===== config.mk =====
export PLATFORM = sky130hd
export DESIGN_NAME = step_sequencer
export DESIGN_NICKNAME = d
export VERILOG_FILES = /design/src/rtl/core_step_pkg.sv /design/src/rtl/wait_timer.sv /design/src/rtl/step_sequencer.sv
export SDC_FILE = /design/constraint.sdc
export NUM_CORES = 1
export LEC_CHECK = 0
export BUFFER_PORTS_ARGS = -buffer_cell sky130_fd_sc_hd__buf_4
export CAP_MARGIN = 20
export CORE_MARGIN = 5
export CORE_UTILIZATION = 50
export DETAILED_ROUTE_END_ITERATION = 10
export GPL_TIMING_DRIVEN = 0
export PLACE_DENSITY = 0.74
export SLEW_MARGIN = 20
export SYNTH_ARGS = -nofsm -noshare
export SYNTH_HDL_FRONTEND = slang
export SYNTH_SLANG_ARGS = --single-unit

===== constraint.sdc =====
create_clock -name clock -period 2.25 [get_ports clock]
set_clock_uncertainty 0.1 [all_clocks]
set_input_delay 0.45 -clock clock [delete_from_list [all_inputs] [get_ports clock]]
set_output_delay 0.45 -clock clock [all_outputs]
set_load 0.02 [all_outputs]

===== src/rtl/core_step_pkg.sv =====
// Shared step numbering and sequencer state encoding for the 4-step core datapath.
package core_step_pkg;

    localparam int unsigned STEP_W = 2;

    localparam logic [STEP_W-1:0] STEP_FETCH     = 2'd0;
    localparam logic [STEP_W-1:0] STEP_DECODE    = 2'd1;
    localparam logic [STEP_W-1:0] STEP_EXECUTE   = 2'd2;
    localparam logic [STEP_W-1:0] STEP_WRITEBACK = 2'd3;

    typedef enum logic [1:0] {
        SEQ_RUN    = 2'd0,
        SEQ_WAIT   = 2'd1,
        SEQ_HALTED = 2'd2
    } seq_state_t;

endpackage


===== src/rtl/wait_timer.sv =====
// Saturating count of consecutive stalled edges; expired flags the edge that would reach LIMIT.
module wait_timer #(
    parameter int unsigned LIMIT = 8
) (
    input  logic clock,
    input  logic reset_n,
    input  logic start,
    input  logic inc,
    input  logic clear,
    output logic expired
);

    localparam int unsigned CW = (LIMIT < 2) ? 1 : $clog2(LIMIT + 1);
    localparam logic [CW-1:0] CMAX = '1;

    logic [CW-1:0] cnt;
    logic [CW-1:0] cnt_bumped;
    logic [CW-1:0] cnt_next;

    // Value the counter would take this edge, ignoring clear (keeps expired free of the clear path).
    always_comb begin
        cnt_bumped = cnt;
        if (start) begin
            cnt_bumped = CW'(1);
        end else if (inc && (cnt != CMAX)) begin
            cnt_bumped = cnt + CW'(1);
        end
    end

    always_comb begin
        cnt_next = cnt_bumped;
        if (clear) begin
            cnt_next = '0;
        end
    end

    always_ff @(posedge clock or negedge reset_n) begin
        if (!reset_n) begin
            cnt <= '0;
        end else begin
            cnt <= cnt_next;
        end
    end

    assign expired = (LIMIT != 0) && (start || inc) && (32'(cnt_bumped) == LIMIT);

endmodule


===== src/rtl/step_sequencer.sv =====
// Step sequencer: walks fetch/decode/execute/writeback, stalls on memory wait,
// supports run/halt and single-instruction stepping, and times out stuck waits.
module step_sequencer
    import core_step_pkg::*;
#(
    parameter int unsigned COUNT_WIDTH  = 16,
    parameter int unsigned WAIT_LIMIT   = 8,
    parameter bit          START_HALTED = 1'b0
) (
    input  logic                   clock,
    input  logic                   reset_n,
    input  logic                   run,
    input  logic                   single_step,
    input  logic                   mem_request,
    input  logic                   mem_ready,
    output logic [1:0]             current_step,
    output logic                   step_advance,
    output logic                   instruction_done,
    output logic                   halted,
    output logic                   bus_error,
    output logic [COUNT_WIDTH-1:0] instruction_count
);

    localparam seq_state_t RESET_STATE = START_HALTED ? SEQ_HALTED : SEQ_RUN;

    seq_state_t             state, state_next;
    logic [STEP_W-1:0]      step_next;
    logic                   bus_error_next;
    logic                   one_shot, one_shot_next;
    logic [COUNT_WIDTH-1:0] count_next;
    logic                   stall;
    logic                   tmr_start, tmr_inc, tmr_clear, tmr_expired;

    assign stall            = mem_request & ~mem_ready;
    assign step_advance     = (state != SEQ_HALTED) & ~stall;
    assign instruction_done = step_advance & (current_step == STEP_WRITEBACK);
    assign halted           = (state == SEQ_HALTED);

    wait_timer #(.LIMIT(WAIT_LIMIT)) u_wait_timer (
        .clock   (clock),
        .reset_n (reset_n),
        .start   (tmr_start),
        .inc     (tmr_inc),
        .clear   (tmr_clear),
        .expired (tmr_expired)
    );

    always_ff @(posedge clock or negedge reset_n) begin
        if (!reset_n) begin
            state             <= RESET_STATE;
            current_step      <= STEP_FETCH;
            bus_error         <= 1'b0;
            one_shot          <= 1'b0;
            instruction_count <= '0;
        end else begin
            state             <= state_next;
            current_step      <= step_next;
            bus_error         <= bus_error_next;
            one_shot          <= one_shot_next;
            instruction_count <= count_next;
        end
    end

    always_comb begin
        state_next     = state;
        step_next      = current_step;
        bus_error_next = bus_error;
        one_shot_next  = one_shot;
        count_next     = instruction_count;
        tmr_start      = 1'b0;
        tmr_inc        = 1'b0;
        tmr_clear      = 1'b0;

        unique case (state)
            SEQ_RUN, SEQ_WAIT: begin
                if (stall) begin
                    tmr_start = (state == SEQ_RUN);
                    tmr_inc   = (state == SEQ_WAIT);
                    // Timeout abandons the instruction uncounted; bus_error locks the core halted.
                    if (tmr_expired) begin
                        state_next     = SEQ_HALTED;
                        step_next      = STEP_FETCH;
                        bus_error_next = 1'b1;
                        one_shot_next  = 1'b0;
                        tmr_clear      = 1'b1;
                    end else begin
                        state_next = SEQ_WAIT;
                    end
                end else begin
                    tmr_clear  = 1'b1;
                    step_next  = current_step + STEP_W'(1);
                    state_next = SEQ_RUN;
                    if (current_step == STEP_WRITEBACK) begin
                        count_next    = instruction_count + COUNT_WIDTH'(1);
                        one_shot_next = 1'b0;
                        if (!run || one_shot) begin
                            state_next = SEQ_HALTED;
                        end
                    end
                end
            end
            SEQ_HALTED: begin
                step_next = STEP_FETCH;
                if (!bus_error) begin
                    if (run) begin
                        state_next = SEQ_RUN;
                    end else if (single_step) begin
                        state_next    = SEQ_RUN;
                        one_shot_next = 1'b1;
                    end
                end
            end
            default: begin
                state_next = SEQ_HALTED;
                step_next  = STEP_FETCH;
            end
        endcase
    end

endmodule


# Word level (Yosys, flattened, before mapping)
# Cells that the tools add are included.
[totals]
regBits = 26
[op_classes]
n_reduce_logical = 12
eq_ne = 12
n_mux = 28
add_sub_neg = 3
bitwise_logic = 5
[op_table]
columns = ["op", "count"]
rows = [
  ["2-bit 2-to-1 mux", 10],
  ["16-bit by 1-bit adder with 16-bit output, second input constant", 1],
  ["1-bit 2-to-1 mux", 13],
  ["4-bit 2-to-1 mux", 3],
  ["3-bit inequality test, second input constant", 3],
  ["2-bit inequality test, second input constant", 4],
  ["3-bit AND reduction", 2],
  ["6-bit AND reduction", 1],
  ["4-bit by 1-bit adder with 4-bit output, second input constant", 1],
  ["2-bit == test, second input constant", 2],
  ["4-bit == test, second input constant", 1],
  ["4-bit inequality test, second input constant", 1],
  ["2-bit one-hot mux with 2 select lines", 1],
  ["1-bit AND", 3],
  ["2-bit by 1-bit adder with 2-bit output, second input constant", 1],
  ["2-bit by 1-bit == test with 1-bit output, second input constant", 1],
  ["1-bit logical AND", 2],
  ["2-bit zero test", 1],
  ["1-bit logical OR", 2],
  ["1-bit inverter", 2],
  ["1-bit one-hot mux with 2 select lines", 1],
  ["2-bit AND reduction", 1],
  ["2-bit nonzero test", 1],
  ["2-bit OR reduction", 1],
  ["1-bit zero test", 1],
]

# Depth between registers and ports, before layout
# Gate-level depths: netlist (run 1).
[logic_depth]
word_depth = 13
depth_mapped = 6
mapped_depth_nobuf = 5

# Cells and area by module
# From an unflattened synthesis (run 1), not the netlist that was laid out.
[hier_totals]
hier_cells = 129
area_unflattened_um2 = 1347.5
[by_module_without_submodules]
columns = ["mod", "seq_area_each_um2", "area_per_inst_um2", "cells_per_inst", "instances"]
rows = [
  ["step_sequencer", 550.5, 1078.5, 102, 1],
  ["wait_timer", 100.1, 269.0, 27, 1],
]

# Worst setup path before layout (run 1)
# Ideal clock, no wire load.
[synth_path]
path_type = "register to output"
start = "reg state[1]"
end = "out instruction_done"
path_stages_with_launch = 5
arrival_ns = 1.156
required_ns = 1.700
path_buffers = 1
path_slack_ns = 0.544
path_cell_list = "dfrtp_1 > buf_6 > inv_2 > nor2_1 > nor2_1"
[synth_via]
elab_chain_cells = 3
[synth_lines]
columns = ["element", "line", "source"]
rows = [
  ["start: declaration", "step_sequencer.sv:26", "seq_state_t state, state_next;"],
  ["start signal: assignment", "step_sequencer.sv:56", "state <= state_next;"],
  ["2-bit inequality test", "step_sequencer.sv:35", "assign step_advance = (state != SEQ_HALTED) & ~stall;"],
  ["1-bit AND", "step_sequencer.sv:35", ""],
  ["1-bit AND", "step_sequencer.sv:36", "assign instruction_done = step_advance & (current_step == STEP_WRITEBACK);"],
  ["end: declaration", "step_sequencer.sv:18", "output logic instruction_done,"],
]
# Every way passes these cells.

# Worst setup path after layout (run 1)
# Ends and elaborated chain as after synthesis.

==> results of run 1 <==
[critical path, delay by kind of cell, from the launching register on]
| family | cells | cell delay [ns] |
|---|---|---|
| DFF | 1 | 0.41 |
| buffers and inverters | 3 | 0.40 |
| and+or+nand+nor | 2 | 0.30 |
[cell families after synthesis]
kind of cell | synth area share [%]
AOI/OAI and AO/OA | 9.68
and+or+nand+nor | 23.6
buffers and inverters | 4.32
adders and majority gates | 2.82
DFF | 48.9
xor gates and xnor gates | 9.87
muxes | 0.846
[final timing paths]
path | start | cells after the start | end | slack [ns]
worst max register to register | u_wait_timer.cnt[0] | 5 | u_wait_timer.cnt[3] | 0.53
worst max-delay path | state[1] | 5 | instruction_done | 0.26
min in group asynchronous | reset_n | 2 | instruction_count[7] | 0.44
max in group asynchronous | reset_n | 2 | u_wait_timer.cnt[3] | 1.35
worst min-delay path | single_step | 3 | state[1] | 0.37
worst min register to register | instruction_count[15] | 1 | instruction_count[15] | 0.38
[layer usage]
layer / up-vias / track usage (%) / routed length [µm]
met5: - / 0 / 0
met4: 0 / 6.36 / 47
met3: 5 / 2.73 / 164
met2: 35 / 28.4 / 1210
met1: 506 / 19.2 / 1210
li1: 522 / - / -
[synthesized netlist by cell type, types with 2 or more instances]
| cell type | count |
|---|---|
| sky130_fd_sc_hd__dfrtp_1 | 26 |
| sky130_fd_sc_hd__nand2_1 | 12 |
| sky130_fd_sc_hd__nor2_1 | 10 |
| sky130_fd_sc_hd__xnor2_1 | 9 |
| sky130_fd_sc_hd__nand3_1 | 7 |
| sky130_fd_sc_hd__xor2_1 | 6 |
| sky130_fd_sc_hd__a21oi_1 | 5 |
| sky130_fd_sc_hd__o21ai_0 | 5 |
| sky130_fd_sc_hd__and3_1 | 4 |
| sky130_fd_sc_hd__inv_1 | 4 |
| sky130_fd_sc_hd__nand4_1 | 4 |
| sky130_fd_sc_hd__ha_1 | 3 |
| sky130_fd_sc_hd__nor3_1 | 3 |
| sky130_fd_sc_hd__a31oi_1 | 2 |
| sky130_fd_sc_hd__buf_6 | 2 |
| sky130_fd_sc_hd__nand2b_1 | 2 |
| sky130_fd_sc_hd__nor2b_1 | 2 |
| sky130_fd_sc_hd__nor4_1 | 2 |
| sky130_fd_sc_hd__nor4_2 | 2 |
[stage by stage]
step,util [%],power (µW)
2_1_floorplan,-,969
3_3_place_gp,62.3,1140
3_5_place_dp,62.3,1170
4_1_cts,64.8,1490
5_1_grt,64.8,1570
6_report,64.8,1480
[registers in the layout, indices dropped and copies added, names as in the netlist]
signal and count:
one_shot 1, current_step 2, u_wait_timer.cnt 4, instruction_count 16, state 2, bus_error 1
[power by group through the flow]
stage | registers (µW) | clock network [µW] | logic [µW]
finish | 633 | 324 | 520
floorplan | 693 | 0 | 276
global placement | 637 | 0 | 508
CTS | 632 | 332 | 529
detailed placement | 643 | 0 | 524
global route | 644 | 348 | 578
[cell type report]
type	count	share of cell area, %
plain buffers	5	2.37
clock inverters	1	1.84
multi-input cells	93	38.1
clock buffers	3	1.38
flip-flops and latches	26	39.8
repair buffers	28	13.0
inverters	5	1.15
well taps	30	2.30
==> reports/results.md, run 1 <==
- 0 — number of enable flip-flop cells after synthesis
- false — RSZ-0062 raised after global routing
- 2630 µm — total routed wirelength
- sky130_fd_sc_hd__dfrtp_1 — flip-flop cell with the highest count after synthesis
- output port — element type at the critical path end
- sky130_fd_sc_hd__clkbuf_4 — buffer type at the clock tree root
- 4 — number of iterations in the first detailed-routing pass
- 1570 µm² — standard cell area after detailed placement
- 52.8% — initial standard-cell utilization of the core
- 1.99 ns — fin crit period
- 651 µm² — combined flip-flop and latch cell area
- 61.6 µm — die boundary height
- sky130_fd_sc_hd__nor2_1 — cell with the most instances on the worst path
- 958 µW — cell internal pwr
- 0 — Residual DRC
- 0.15 ns — clock-pin slew on the worst setup and hold paths
- 0 — hold violation count in the final report
- reg -> out — Crit Path Class
- 48.9% — area share of the largest cell type after synthesis
- 88.6% — final period utilization
- 0 — number of antenna violations at the first check in global routing
- 0.478 ns — Post-Place Setup Slack
- 138 — Mapped Nets
- 186 — count of placed standard cells including taps
- 26.7% — share of final-layout standard cells stronger than drive strength 1
- 0 — post-CTS setup buffers
- 26 — number of clock sinks
- sky130_fd_sc_hd__dfrtp_1 — most area-hungry cell type in the Yosys netlist
- 1055 — vias in the first global route
- 1 — number of hold buffers added after CTS
- 204 — FILL cells
- 61.6 µm — DIE WIDTH
- 0 — warnings from Yosys
- 26 — #FFs+latches synth
- 1.70 ns — WP data required
- sky130_fd_sc_hd__buf_4 (28), sky130_fd_sc_hd__dfrtp_1 (26), sky130_fd_sc_hd__nand2_1 (12) — highest-count cells in the layout ignoring fill and taps
- 3790 µm² — Die Footprint
- 0.41 ns — maximum single-stage delay on the critical path
- 27 — largest net degree at the start of global routing
- 5.59 — drt via density
- 42.9% — sequential share of power
- 1.44 ns — data arrival at the endpoint of the critical path
- buf_6, inv_2, nor2_1, nor2_1, buf_4 — sequence of cells on the critical path
- 0.33 ns — Worst-Skew Late Latency
- 0 — global-route congestion overflow total
- 1330 µm² — Post-Syn Area
- 904 nW/µm² — PD cells
- 2520 µm² — floorplan core area
- yes — clock tree from TritonCTS
- 0.000636 V — maximum ir drop on the vdd rail
- 501 MHz — Fmax
- 0 — Ant. Diodes
- register — kind of start point of the critical path
- 13.7 µm — routed len/inst
- 72.7% — normalized max-slew margin
- sky130_fd_sc_hd__buf_4 — most common cell after layout, fill and taps aside
- sky130_fd_sc_hd__dfrtp_1 — critical-path cell with the highest stage delay
- 27 — number of buffers inserted by port buffering
- 1930 µm — estimated wirelength of the detail-placed design
- 28 — I/O pin count
- 0 — final setup violation count
- 48.9% — sequential fraction of the synthesis area
- 0.370 ns — worst hold slack after final layout
- 3 — cts bufs inserted
- 2 — worst-case clock buffer depth
- 35.1% — switching part of the total power
- 0.000782 µW — Leakage
- 0.407 ns — transition time of the tightest slew-check pin
- 0 ns — Setup Total Neg Slack
- 16.0% — total routing resource utilization after global routing
- 0 — antenna-violating nets left
- 1630 µm² — post-route cell area
- 38 — number of distinct standard cells referenced by the synthesized netlist
- 191 — filler-free cell count of the finished design
- 129 — Post-Syn Instances
- 519 µW — switching power of the nets
- 4550 µm — global-route wire length before repair
- 21.9% — clock share of power
- in -> reg — worst hold path class
- 22.7% — Synth-to-Final Area Change
- 0 — pins over their slew limit
- 44 — DRT iter0 DRCs
- 623 µm² — total area of multi-input combinational cells
- 0 — total of max-cap violations
- 0 — number of gates resized after CTS
- 10.3 µm² — average cell area after synthesis
- 1068 — Via Count
- 35.2% — combinational group share of total power
- 10 — maximum net fanout on the critical path
- 18 — total number of placement rows
- 0.256 ns — final worst slack
- 1 — count of H-tree levels built during CTS
- sky130_fd_sc_hd__dfrtp_1 (49%), sky130_fd_sc_hd__xnor2_1 (5.9%), sky130_fd_sc_hd__xor2_1 (3.9%) — most area-consuming cells after synthesis
- 100% — fraction of registers with async set or reset after synthesis
- finished clean — result of the run
- 0.755 — placer's final routability congestion estimate
- 171 — fin nets
Power figures use the tool's default switching activity.
==> run 2: changes to the inputs <==
Settings changed: ABC_AREA set to 1, SLEW_MARGIN 20 to 10.
Clock period 2.25 ns to 2.1 ns, I/O delays scaled along.
==> run 2 against run 1 <==
- register-to-register slack got worse by 0.34 ns
- sequential share of layout area fell by 1.1 points
- sequential cell count did not move
- critical path depth up 1
- final area increased by 3.1%
- first-iteration DRC count shrank 20%
- global-route usage fell by 0.88 points
- critical path type unchanged
- largest cell class is now multi-input combinational cells
==> reports/results.md, run 2 <==
- finished clean — result of the run
- false — RSZ-0062 raised after global routing
- 26 — number of clock sinks, unchanged
- sky130_fd_sc_hd__clkbuf_4 — buffer type at the clock tree root
- 168 — Mapped Nets, +22%
- 15.2% — total routing resource utilization after global routing, -0.88 points
- 30.9% — share of final-layout standard cells stronger than drive strength 1, +4.2 points
- 8.76 µm² — average cell area after synthesis, -15%
- 0% — multiplexer share of the synthesized area, -0.85 points
- 514 MHz — Fmax
- 35 — DRT iter0 DRCs, -20%
- 0.849 — placer's final routability congestion estimate, +13%
- 0.319 ns — transition time of the tightest slew-check pin, -0.0877 ns
- sky130_fd_sc_hd__dfrtp_1 — flip-flop cell with the highest count after synthesis
- 7 — maximum net fanout on the critical path, -3
- 201 — fin nets, +18%
- 78.7% — normalized max-slew margin, +6.0 points
- sky130_fd_sc_hd__nand2_1 (35), sky130_fd_sc_hd__buf_4 (27), sky130_fd_sc_hd__dfrtp_1 (25) — highest-count cells in the layout ignoring fill and taps
- 20 — number of distinct standard cells referenced by the synthesized netlist, -47%
- 0.48 ns — maximum single-stage delay on the critical path, +0.07 ns
- 1 — count of H-tree levels built during CTS, unchanged
- 0 — pins over their slew limit, unchanged
- 27 — number of buffers inserted by port buffering, unchanged
- instruction_count: 16 flops, u_wait_timer.cnt: 4 flops — largest registers
- 0 — total of max-cap violations, unchanged
- 0 — post-CTS setup buffers, unchanged
- 1.95 ns — fin crit period
- sky130_fd_sc_hd__nand2_1 — most common cell after layout, fill and taps aside
- inv_2, nor2_2, inv_1, nand2_1, inv_1, buf_4 — sequence of cells on the critical path
- 0 — Residual DRC, unchanged
- 0 — warnings from Yosys, unchanged
- 62.8 µm — die boundary height, +1.9%
- 0 ns — Setup Total Neg Slack, unchanged
- 100% — fraction of registers with async set or reset after synthesis, unchanged
- sky130_fd_sc_hd__dfrtp_2 — critical-path cell with the highest stage delay
- 12.0 µm — routed len/inst, -13%
- in -> reg — worst hold path class
- 20.9% — Synth-to-Final Area Change
- yes — clock tree from TritonCTS
- 0.000615 V — maximum ir drop on the vdd rail, -3.4%
- sky130_fd_sc_hd__dfrtp_1 (47%), sky130_fd_sc_hd__nand2_1 (9.4%), sky130_fd_sc_hd__inv_1 (5.1%) — most area-consuming cells after synthesis
- 3940 µm² — Die Footprint, +3.9%
- 1390 µm² — Post-Syn Area, +4.6%
- 2.70% — share of synthesized cell area in full adder, half adder and majority cells, -0.12 points
- 92.6% — final period utilization
- 159 — Post-Syn Instances, +23%
- 4 — number of buffer and inverter instances along the worst setup path, +1
- 46.7% — area share of the largest cell type after synthesis, -2.2 points
- 1.58 ns — WP data required, -0.12 ns
- 0 — number of antenna violations at the first check in global routing, unchanged
- 19 — total number of placement rows, +1
- 0.13 ns — clock-pin slew on the worst setup and hold paths, -0.02 ns
- sky130_fd_sc_hd__nand2_1 (35), sky130_fd_sc_hd__dfrtp_1 (26), sky130_fd_sc_hd__inv_1 (19), sky130_fd_sc_hd__nand3_1 (13), sky130_fd_sc_hd__nor2_1 (12) — most frequent cells after synthesis
- 1160 µW — final total power, -21%
- 3.50% — compound-cell area share of the yosys netlist, -6.2 points
- 27 — largest net degree at the start of global routing, unchanged
- 0 — final setup violation count, unchanged
- 4 — number of iterations in the first detailed-routing pass, unchanged
- 46.7% — sequential fraction of the synthesis area, -2.2 points
- 1630 µm² — standard cell area after detailed placement, +4.0%
- output port — element type at the critical path end
- 8.81% — xor/xnor share of the synthesized area, -1.1 points
- 62.1% — post-route core utilization, -2.6 points
- 16 — flip-flop count of the largest register after layout, unchanged
- 0 — number of enable flip-flop cells after synthesis, unchanged
- 0.32 ns — Worst-Skew Late Latency, about the same
- 0 — Ant. Diodes, unchanged
- 28 — I/O pin count, unchanged
- 1680 µm² — post-route cell area, +3.1%
- 31.8% — post-synthesis share of cell area spent on and, or, nand and nor gates, +8.2 points
- 4.95 — drt via density, -12%
- 0 — global-route congestion overflow total, unchanged
- sky130_fd_sc_hd__nand2_1 — leading cell type by number of instances after synthesis
- 0 — hold violation count in the final report, unchanged
- 62.8 µm — DIE WIDTH, +1.9%
- reg -> out — Crit Path Class
- instruction_count — most flop-heavy register
- 0.289 ns — worst hold slack after final layout, -0.0813 ns
- 691 nW/µm² — PD cells, -24%
- flip-flops — largest delay contributor family on the critical path
- simple AND/OR/NAND/NOR gates — main combinational cell family by area after synthesis
- sky130_fd_sc_hd__inv_1 — cell with the most instances on the worst path
- 4900 µm — global-route wire length before repair, +7.7%
- 3 — cts bufs inserted, unchanged
- 1098 — Via Count, +2.8%
- register — kind of start point of the critical path
- 51.4% — initial standard-cell utilization of the core, -1.4 points
- 2080 µm — estimated wirelength of the detail-placed design, +7.8%
- 26 — #FFs+latches synth, unchanged
- sky130_fd_sc_hd__dfrtp_1 — most area-hungry cell type in the Yosys netlist
- 2710 µm² — floorplan core area, +7.4%
- 1.43 ns — data arrival at the endpoint of the critical path, about the same
- 0.000917 µW — Leakage, +17%
- 2 — worst-case clock buffer depth, unchanged
- 2670 µm — total routed wirelength, +1.6%
- 1156 — vias in the first global route, +9.6%
- 0 — antenna-violating nets left, unchanged
[run 2: changes by cell type in the layout (fill, tap and decap cells not counted), sizes merged, moves of 3 or more]
| cell | change |
|---|---|
| and3 | -4 |
| buf | -4 |
| nor4 | -5 |
| nand3 | +8 |
| nor2 | +12 |
| nor2b | -3 |
| nand2 | +30 |
| nor3 | -3 |
| inv | +18 |
[run 2: through the flow]
step | setup WS [ns] | instances
after floorplan | 0.300 | 159
after global placement | 0.268 | 217
after detailed placement | 0.222 | 217
after CTS | 0.0471 | 222
after global routing | 0.00167 | 222
final | 0.155 | 222
[run 2: routing by layer]
| layer | GRT usage [%] | part of all wire [%] |
|---|---|---|
| met3 | 2.70 | 3.7 |
| met4 | 7.96 | 1.8 |
| met2 | 26.2 | 51 |
| met1 | 17.7 | 44 |
| met5 | 0 | 0 |
[run 2: area by class of cell]
cell class / count / area (µm²)
clock buffer: 4 / 36.3
fill: 234 / 1030
inverter: 24 / 90.1
multi-input combinational: 109 / 654
sequential: 26 / 652
tap: 31 / 38.8
timing repair buffer: 28 / 213
[run 2: where the power goes]
group / switching, µW / internal, µW
registers: 61.3 / 549
clock network: 143 / 106
logic: 188 / 116
[run 2: final timing paths]
path,startpoint,endpoint,slack (ns),cells after the start
min in group asynchronous,reset_n,instruction_count[8],0.42,2
worst max-delay path,state[1],step_advance,0.15,6
max in group asynchronous,reset_n,state[1],1.21,2
worst min register to register,one_shot,one_shot,0.38,2
worst min-delay path,single_step,state[1],0.29,4
worst max register to register,u_wait_timer.cnt[0],one_shot,0.19,13
[run 2: logic make-up (layout without fill, tap and decap cells)]
kind of cell | count (synthesis) | count (layout)
buffers and inverters | 24 | 56
flip-flops | 26 | 26
AND/OR/NAND/NOR | 83 | 83
XOR/XNOR | 14 | 14
adder cells (fa/ha/maj) | 3 | 3
AO/OA/AOI/OAI | 9 | 9
[run 2: worst reg2reg max path: stages, from the launching register on]
cell and delay [ns]:
sky130_fd_sc_hd__dfrtp_1 0.46, sky130_fd_sc_hd__ha_1 0.26, sky130_fd_sc_hd__nand3_1 0.13, sky130_fd_sc_hd__nand3_2 0.12
sky130_fd_sc_hd__inv_2 0.07, sky130_fd_sc_hd__nand2_1 0.04, sky130_fd_sc_hd__nand2_1 0.05, sky130_fd_sc_hd__nand2_1 0.07
sky130_fd_sc_hd__nor2_2 0.13, sky130_fd_sc_hd__nand2_2 0.09, sky130_fd_sc_hd__nand2_2 0.12, sky130_fd_sc_hd__nand2_1 0.07
sky130_fd_sc_hd__nand2_1 0.06, sky130_fd_sc_hd__nand2_1 0.04
[run 2: timing repair]
item | 4_1_cts | 5_1_grt
hold buffers | 1 | 0
endpoints found under the hold margin | 26 | 0
setup endpoints to repair | 1 | 1
gates resized for setup | 1 | 1
==> run 3: changes to the inputs <==
Settings changed: CORE_UTILIZATION 50 to 40, PLACE_DENSITY 0.74 to not set.
==> run 3 against run 2 <==
- worst setup slack worse by 0.0077 ns
- global-route usage down 2.9 points
- largest cell class unchanged
- highest routed layer unchanged
- count of clock-buffer cells in the layout unchanged
==> reports/results.md, run 3 (synthesis results as in run 2) <==
- finished clean — result of the run
- in -> reg — worst hold path class
- 16 — flip-flop count of the largest register after layout, unchanged
- 28 — I/O pin count, unchanged
- 1.43 ns — data arrival at the endpoint of the critical path, about the same
- 1169 — vias in the first global route, +1.1%
- 78.4% — normalized max-slew margin, -0.33 points
- flip-flops — largest delay contributor family on the critical path
- 2740 µm — total routed wirelength, +2.7%
- 1700 µm² — post-route cell area, +1.1%
- 512 MHz — Fmax, -0.40%
- 0.000369 V — maximum ir drop on the vdd rail, -40%
- 69.0 µm — die boundary height, +9.9%
- 12.3% — total routing resource utilization after global routing, -2.9 points
- 0 — antenna-violating nets left, unchanged
- 4.60 — drt via density, -6.9%
- 4 — number of iterations in the first detailed-routing pass, unchanged
- 21 — total number of placement rows, +2
- 232 — count of placed standard cells including taps, +6.9%
- 4760 µm² — Die Footprint, +21%
- 682 nW/µm² — PD cells, -1.3%
- 0 — hold violation count in the final report, unchanged
- 0.48 ns — maximum single-stage delay on the critical path, about the same
- 0 — global-route congestion overflow total, unchanged
- 1091 — Via Count, -0.64%
- 1.58 ns — WP data required, about the same
- instruction_count: 16 flops, u_wait_timer.cnt: 4 flops — largest registers
- 3 — cts bufs inserted, unchanged
- 22.3% — Synth-to-Final Area Change
- register — kind of start point of the critical path
- 1 — count of H-tree levels built during CTS, unchanged
- 366 — FILL cells, +56%
- 3360 µm² — floorplan core area, +24%
- 0 — total of max-cap violations, unchanged
- 0 ns — Setup Total Neg Slack, unchanged
- 0.284 ns — worst hold slack after final layout, -0.00488 ns
- 0.14 ns — clock-pin slew on the worst setup and hold paths, about the same
- 26 — number of clock sinks, unchanged
- 69.0 µm — DIE WIDTH, +9.9%
- 237 — filler-free cell count of the finished design, +6.8%
- 0.20 ns — setup slack, reg-to-reg, about the same
- 2230 µm — estimated wirelength of the detail-placed design, +7.1%
- 1.95 ns — fin crit period, +0.00774 ns
- 201 — fin nets, unchanged
- sky130_fd_sc_hd__dfrtp_2 — critical-path cell with the highest stage delay
- sky130_fd_sc_hd__clkbuf_4 — buffer type at the clock tree root
- 1650 µm² — standard cell area after detailed placement, +1.1%
- 0.324 ns — transition time of the tightest slew-check pin, +0.00499 ns
- sky130_fd_sc_hd__nand2_1 — most common cell after layout, fill and taps aside
- 0.31 ns — Worst-Skew Late Latency, about the same
- output port — element type at the critical path end
- instruction_count — most flop-heavy register
- 93.0% — final period utilization, +0.37 points
- 30.9% — share of final-layout standard cells stronger than drive strength 1, unchanged
- 41.4% — initial standard-cell utilization of the core, -10 points
- 11.6 µm — routed len/inst, -3.8%
- sky130_fd_sc_hd__nand2_1 (35), sky130_fd_sc_hd__buf_4 (27), sky130_fd_sc_hd__dfrtp_1 (25) — highest-count cells in the layout ignoring fill and taps
- 0 — pins over their slew limit, unchanged
- sky130_fd_sc_hd__inv_1 — cell with the most instances on the worst path
- 0 — number of antenna violations at the first check in global routing, unchanged
- 27 — largest net degree at the start of global routing, unchanged
- 4 — number of buffer and inverter instances along the worst setup path, unchanged
- 4950 µm — global-route wire length before repair, +0.98%
- false — RSZ-0062 raised after global routing
- yes — clock tree from TritonCTS
- 0 — final setup violation count, unchanged
- 2 — worst-case clock buffer depth, unchanged
- reg -> out — Crit Path Class
- 0 — Residual DRC, unchanged
- 0.791 — placer's final routability congestion estimate, -6.9%
- 23 — DRT iter0 DRCs, -34%
- 7 — maximum net fanout on the critical path, unchanged
- 0 — Ant. Diodes, unchanged
- 0.000917 µW — Leakage, unchanged
- inv_2, nor2_2, inv_1, nand2_1, inv_1, buf_4 — sequence of cells on the critical path
- 27 — number of buffers inserted by port buffering, unchanged
## run 3: cell counts in the layout (fill, tap and decap cells not counted)
No cell type changed its count.
## run 3: power by group
part,switching [µW],total [µW],internal [µW]
sequential,58.7,607,549
clock,141,247,106
combinational,191,307,117
total,390,1160,771
## run 3: worst paths after layout
kind	startpoint	endpoint	depth (start not counted)
hold / removal	single_step	state[1]	4
setup / recovery	state[1]	step_advance	6
hold reg to reg	one_shot	one_shot	2
min in group asynchronous	reset_n	instruction_count[0]	2
max in group asynchronous	reset_n	state[1]	2
setup reg to reg	u_wait_timer.cnt[0]	one_shot	13
## run 3: layout make-up
type,instances,area (µm²),area share [%]
multi-input cells,109,654,38.4
flip-flops and latches,26,652,38.3
repair buffers,28,213,12.5
inverters,24,90.1,5.29
well taps,46,57.6,3.38
clock buffers,4,36.3,2.13
## run 3: stage by stage
step | total power, µW | worst slack (ns) | utilization (%)
finish | 1160 | 0.147 | 50.6
global route | 1250 | 0.0145 | 50.6
CTS | 1170 | 0.0573 | 50.6
detailed placement | 921 | 0.222 | 49.1
global placement | 911 | 0.249 | 49.1
floorplan | 803 | 0.300 | -
## run 3: metal layers
layer	global-route usage (%)	wire length, µm	vias to the layer above
li1	-	-	552
met3	2.47	75	2
met2	22.5	1430	14
met1	14.3	1220	523
met4	3.90	19	0
met5	0	0	-
## run 3: worst reg2reg max path: cells and delay by family, from the launching register on
family / cells / cell delay (ns)
and+or+nand+nor: 11 / 0.94
DFF: 1 / 0.46
adders and majority gates: 1 / 0.25
buffers and inverters: 1 / 0.07
## run 3: what timing repair did
action / 4_1_cts / 5_1_grt
endpoints found under the hold margin: 26 / 0
setup endpoints to repair: 1 / 1
gates resized for setup: 1 / 1
setup buffers: 0 / 0
hold buffers: 1 / 0
